$ cat src/rtl/xb_mem8_pkg.sv
// Shared constants, state encoding and pointer helper for the Xillybus 8-bit mem-stream responder.
// The optional end-of-file behaviour is selected with the XB_MEM8_EOF_EN macro in xb_mem8_responder.
package xb_mem8_pkg;

  localparam int AW    = 5;
  localparam int DW    = 8;
  localparam int DEPTH = 1 << AW;

  typedef enum logic [1:0] {
    IDLE   = 2'd0,
    ACTIVE = 2'd1,
    SEEK   = 2'd2
  } state_e;

  // Pointer advance wraps naturally at DEPTH because the pointer is exactly AW bits.
  function automatic logic [AW-1:0] ptr_inc(input logic [AW-1:0] p);
    return p + {{(AW-1){1'b0}}, 1'b1};
  endfunction

endpackage

$ cat src/rtl/xb_mem8_regfile.sv
// DEPTH x DW flop register file: one host write and one fabric write (host wins on a collision),
// plus two registered read ports that return the value present before any same-edge write.
module xb_mem8_regfile #(
  parameter int AW = 5,
  parameter int DW = 8
) (
  input  logic          clk,
  input  logic          rst_n,
  input  logic          host_we,
  input  logic          host_re,
  input  logic [AW-1:0] host_addr,
  input  logic [DW-1:0] host_wdata,
  output logic [DW-1:0] host_rdata,
  input  logic          usr_we,
  input  logic [AW-1:0] usr_addr,
  input  logic [DW-1:0] usr_wdata,
  output logic [DW-1:0] usr_rdata
);

  localparam int DEPTH = 1 << AW;

  logic [DW-1:0] mem_r [DEPTH];
  logic [DW-1:0] host_rdata_r;
  logic [DW-1:0] usr_rdata_r;

  // Storage array with host-priority write arbitration per entry.
  always_ff @(posedge clk or negedge rst_n) begin
    if (!rst_n) begin
      for (int i = 0; i < DEPTH; i++) mem_r[i] <= {DW{1'b0}};
    end else begin
      for (int i = 0; i < DEPTH; i++) begin
        if (host_we && (host_addr == AW'(i))) begin
          mem_r[i] <= host_wdata;
        end else if (usr_we && (usr_addr == AW'(i))) begin
          mem_r[i] <= usr_wdata;
        end
      end
    end
  end

  // Read registers: host data only moves on an accepted read, fabric data every cycle.
  always_ff @(posedge clk or negedge rst_n) begin
    if (!rst_n) begin
      host_rdata_r <= {DW{1'b0}};
      usr_rdata_r  <= {DW{1'b0}};
    end else begin
      if (host_re) host_rdata_r <= mem_r[host_addr];
      usr_rdata_r <= mem_r[usr_addr];
    end
  end

  assign host_rdata = host_rdata_r;
  assign usr_rdata  = usr_rdata_r;

endmodule

$ cat src/rtl/xb_mem8_responder.sv
// User-side responder for the Xillybus seekable 8-bit mem stream: session FSM, shared pointer, flags.
// Define XB_MEM8_EOF_EN to report end-of-file after a read of the last entry.
module xb_mem8_responder
  import xb_mem8_pkg::*;
(
  input  logic          bus_clk,
  input  logic          trn_reset_n,
  input  logic [AW-1:0] user_mem_8_addr,
  input  logic          user_mem_8_addr_update,
  input  logic          user_w_mem_8_open,
  input  logic          user_w_mem_8_wren,
  input  logic [DW-1:0] user_w_mem_8_data,
  output logic          user_w_mem_8_full,
  input  logic          user_r_mem_8_open,
  input  logic          user_r_mem_8_rden,
  output logic [DW-1:0] user_r_mem_8_data,
  output logic          user_r_mem_8_empty,
  output logic          user_r_mem_8_eof,
  input  logic [AW-1:0] usr_addr,
  input  logic          usr_we,
  input  logic [DW-1:0] usr_wdata,
  output logic [DW-1:0] usr_rdata,
  output logic          usr_host_wr,
  output logic [AW-1:0] usr_host_waddr
);

  state_e        state_r, state_s;
  logic [AW-1:0] ptr_r, ptr_s;
  logic          empty_r, empty_s;
  logic          full_r, full_s;
  logic          eof_r, eof_s;
  logic          host_wr_r;
  logic [AW-1:0] host_waddr_r;
  logic          wr_acc_s, rd_acc_s, any_open_s;

  // Next state, pointer and flags; a seek masks strobes so the core cannot see stale data.
  always_comb begin
    any_open_s = user_w_mem_8_open | user_r_mem_8_open;
    wr_acc_s   = user_w_mem_8_wren & ~full_r & ~user_mem_8_addr_update;
    rd_acc_s   = user_r_mem_8_rden & ~empty_r & ~user_mem_8_addr_update;
    state_s    = state_r;
    ptr_s      = ptr_r;
    eof_s      = 1'b0;

    case (state_r)
      IDLE, ACTIVE, SEEK: begin
        if (!any_open_s) begin
          state_s = IDLE;
        end else if (user_mem_8_addr_update) begin
          state_s = SEEK;
        end else begin
          state_s = ACTIVE;
        end
      end
      default: state_s = IDLE;
    endcase

    if (user_mem_8_addr_update) begin
      ptr_s = user_mem_8_addr;
    end else if (wr_acc_s || rd_acc_s) begin
      ptr_s = ptr_inc(ptr_r);
    end else begin
      ptr_s = ptr_r;
    end

`ifdef XB_MEM8_EOF_EN
    if (user_mem_8_addr_update || !user_r_mem_8_open) begin
      eof_s = 1'b0;
    end else if (rd_acc_s && (ptr_r == {AW{1'b1}})) begin
      eof_s = 1'b1;
    end else begin
      eof_s = eof_r;
    end
`else
    eof_s = 1'b0;
`endif

    empty_s = (state_s != ACTIVE) | ~user_r_mem_8_open | eof_s;
    full_s  = (state_s != ACTIVE) | ~user_w_mem_8_open;
  end

  // Control registers.
  always_ff @(posedge bus_clk or negedge trn_reset_n) begin
    if (!trn_reset_n) begin
      state_r      <= IDLE;
      ptr_r        <= {AW{1'b0}};
      empty_r      <= 1'b1;
      full_r       <= 1'b1;
      eof_r        <= 1'b0;
      host_wr_r    <= 1'b0;
      host_waddr_r <= {AW{1'b0}};
    end else begin
      state_r   <= state_s;
      ptr_r     <= ptr_s;
      empty_r   <= empty_s;
      full_r    <= full_s;
      eof_r     <= eof_s;
      host_wr_r <= wr_acc_s;
      if (wr_acc_s) host_waddr_r <= ptr_r;
    end
  end

  xb_mem8_regfile #(.AW(AW), .DW(DW)) u_regfile (
    .clk        (bus_clk),
    .rst_n      (trn_reset_n),
    .host_we    (wr_acc_s),
    .host_re    (rd_acc_s),
    .host_addr  (ptr_r),
    .host_wdata (user_w_mem_8_data),
    .host_rdata (user_r_mem_8_data),
    .usr_we     (usr_we),
    .usr_addr   (usr_addr),
    .usr_wdata  (usr_wdata),
    .usr_rdata  (usr_rdata)
  );

  assign user_w_mem_8_full  = full_r;
  assign user_r_mem_8_empty = empty_r;
  assign user_r_mem_8_eof   = eof_r;
  assign usr_host_wr        = host_wr_r;
  assign usr_host_waddr     = host_waddr_r;

endmodule
$ cat config.mk
export PLATFORM = sky130hd
export DESIGN_NAME = xb_mem8_responder
export DESIGN_NICKNAME = d
export VERILOG_FILES = /design/src/rtl/xb_mem8_pkg.sv /design/src/rtl/xb_mem8_regfile.sv /design/src/rtl/xb_mem8_responder.sv
export SDC_FILE = /design/constraint.sdc
export NUM_CORES = 1
export LEC_CHECK = 0
export CORE_UTILIZATION = 38
export DETAILED_ROUTE_END_ITERATION = 8
export DONT_BUFFER_PORTS = 1
export PLACE_DENSITY = 0.5
export RECOVER_POWER = 100
export SLEW_MARGIN = 25
export SYNTH_ARGS = -nofsm -noshare
export SYNTH_HDL_FRONTEND = slang
export SYNTH_HIERARCHICAL = 1
export SYNTH_SLANG_ARGS = --single-unit
$ cat constraint.sdc
create_clock -name bus_clk -period 4.9 [get_ports bus_clk]
set_input_delay 0.98 -clock bus_clk [delete_from_list [all_inputs] [get_ports bus_clk]]
set_output_delay 0.98 -clock bus_clk [all_outputs]
set_load 0.005 [all_outputs]
==> results_dict.tcl <==
set metrics [dict create \
    core.rowCount 78 \
    power.density_nw_per_um2 414 \
    min_period_ns 3.55 \
    synthArstFlopShare_pct 100 \
    syn_inst 1621 \
    post_cts_resized 0 \
    clk_path_buf_depth 3 \
    netlist_area_um2 17500 \
    final_design_area_no_fill_um2 18800 \
    synth.top_cell.area_share_pct 40.7 \
    p_leak_nw 7.70 \
    postCtsSetupRepairBufs 0 \
    synth_edf_count 0 \
    worst_pin_slew_ns 1.59 \
    cp_max_fo 42 \
    yosysWarnings 6 \
    root_buffer "clkbuf_16" \
    synth_nets 1656 \
    initial_core_util_pct 38.6 \
    grt_pass1_wl_mm 88.9 \
    critical_path.cell_chain "clkbuf_2, mux4_2, a22o_1, a211oi_1, nor4_1" \
    die_h_um 217 \
    hold_violations 0 \
    drt-wirelength-per-cell_um 27.7 \
    routabilityCongestion 0.874 \
    violations "capacitance limit, slew limit" \
    cts_buffers 37 \
    grt_pass1_vias 12807 \
    rsz0062_at_grt "no" \
    antenna_found_initial 2 \
    vias 12876 \
    setup_viol 0 \
    synth_commonest_cells "mux2i_1 (315), dfrtp_1 (285), nand2_1 (167)" \
    ys_seq_area_share_pct 41.0 \
    grt_overflow 0 \
    startpoint_type "register" \
    finalMaxSlewViolations 43 \
    critPathSlowestCell "clkbuf_2" \
    h-tree-depth 2 \
    die_area_um2 46900 \
    dr.pass1.iters 5 \
    synthTopCellsByArea "dfrtp_1 (41%), mux2i_1 (18%), mux4_2 (15%)" \
    cts_hold_buf 0 \
    cts_tree "yes" \
    hold_class "input port to asynchronous set/reset pin" \
    ant_nets 0 \
    synth_ff_type "dfrtp_1" \
    yosysMostFrequentCell "mux2i_1" \
    routed_via_density 6.00 \
    cpLargestDelayFamily "buffers and inverters" \
    fmax_mhz 282 \
    worstPathBufferInverterCount 1 \
    boundaryPins 59 \
    dp_hpwl_mm 37.8 \
    yosysUniqueCellTypes 60 \
    min_period_over_period_pct 72.5 \
    fin_setup_tns_ns 0 \
    yosys.area.top_type "dfrtp_1" \
    cts.sinks 287 \
    drive_gt1_share_pct 13.7 \
    track_usage_pct 25.8 \
    clk_latency_ns 0.55 \
    slew_headroom_pct -5.79 \
    grt_start_max_net_pins 288 \
    nets 1559 \
    multiInputGateArea_um2 9650 \
    syn_avg_cell_area_um2 10.8 \
    dieWidth_um 217 \
    fillCellCount 4314 \
    synth-seq-cells 287 \
    required_ns 5.33 \
    coreArea_um2 45400 \
    cp_slowest_stage_delay_ns 1.26 \
    area_growth_syn_to_layout_pct 7.26 \
    port_buffers 0 \
    end_kind "register" \
    fin_skew_ns 0.0193 \
    wl_mm 59.4 \
    register_area_um2 7190 \
    path_clk_slew_ns 0.06 \
    cp.arrival_ns 3.98 \
    status "finished with violations" \
    drc 0 \
    maxCapViolations 1 \
    critPathKind "register to register" \
    drt_iter0_drc 1160 \
    place_area_um2 17700 \
    vdd.ir_drop.worst_v 0.000264 \
]
cell families after synthesis:
family,after synthesis,synth area share [%]
other cells,1,0.0214
fa+ha+maj,1,0.0715
flops,287,41.0
simple gates,408,10.8
mux,444,33.7
compound gates,330,10.5
buf+inv,150,3.81
final cells by class:
cell class,count,area share [%]
Antenna cell,2,0.0267
Tap cell,600,4.00
Clock buffer,55,5.72
Multi-Input combinational cell,1184,51.4
Sequential cell,287,38.3
Inverter,2,0.0400
Timing Repair Buffer,12,0.407
Clock inverter,4,0.127
where the power goes:
group          total (W)  leakage [nW]  internal, W  switching [W]
Clock            0.00255         0.541      0.00150        0.00106
Sequential       0.00352          3.60      0.00297       0.000547
Combinational    0.00169          3.56     0.000955       0.000735
through the flow:
stage               instances  power, W  hold WS (ns)  utilization, %  setup WS, ns
finish                   2146   0.00776         0.147            41.4          1.35
detailed placement       2085   0.00524         0.454            39.0          1.47
CTS                      2144   0.00782         0.121            41.4          1.83
global route             2144   0.00814         0.133            41.4          1.14
floorplan                1621   0.00472         0.428               -          2.18
global placement         2085   0.00519         0.447            39.0          1.56
sequential cells by signal, indices dropped and copies added, names as in the netlist:
name,cells
u_regfile/usr_rdata,8
u_regfile/mem_r,256
ptr_r,5
usr_host_wr,1
user_w_mem_8_full,1
usr_host_waddr,5
state_r,2
u_regfile/host_rdata,8
user_r_mem_8_empty,1
final timing paths:
check | startpoint | to | slack [ns] | depth (start not counted)
hold reg to reg | state_r[1]$_DFF_PN0_ | state_r[1]$_DFF_PN0_ | 0.45 | 1
setup reg to reg | ptr_r[0]$_DFFE_PN0P_ | u_regfile/host_rdata[6]$_DFFE_PN0P_ | 1.35 | 5
max in group asynchronous | trn_reset_n | u_regfile/mem_r[76]$_DFFE_PN0P_ | 4.00 | 0
min in group bus_clk | state_r[1]$_DFF_PN0_ | state_r[1]$_DFF_PN0_ | 0.45 | 1
setup / recovery | ptr_r[0]$_DFFE_PN0P_ | u_regfile/host_rdata[6]$_DFFE_PN0P_ | 1.35 | 5
hold / removal | trn_reset_n | u_regfile/mem_r[233]$_DFFE_PN0P_ | 0.15 | 0
placed cells by master, fill, tap and decap left out, types with 3 or more instances in the layout:
cell / instances
a211oi_1: 16
a21oi_1: 138
a221oi_1: 7
a22oi_1: 7
and2_1: 7
and4b_1: 3
buf_4: 8
clkbuf_1: 13
clkbuf_16: 37
clkbuf_8: 8
clkinv_2: 3
dfrtp_1: 282
mux2_1: 8
mux2_2: 6
mux2i_1: 315
mux4_2: 115
nand2_1: 167
nand2b_1: 14
nand3_1: 4
nand4bb_1: 3
nor2_1: 157
nor2_2: 12
nor2b_1: 9
nor3_1: 4
nor3_4: 4
o211ai_1: 4
o21ai_0: 127
o221ai_1: 15
o22ai_1: 7
routing by layer:
layer,GRT usage (%),wire (µm),up-vias,part of all wire (%)
li1,-,-,5745,-
met1,34.3,24400,6528,41
met2,41.9,28500,485,48
met3,4.42,4330,118,7.3
met4,10.3,2230,0,3.8
met5,0,0,-,0
worst reg2reg max path, stage by stage, from the launching register on:
cell and delay (ns):
dfrtp_4 0.90, clkbuf_2 1.26, mux4_2 0.69, a22o_1 0.24, a211oi_1 0.25, nor4_1 0.10
Power figures use the tool's default switching activity.
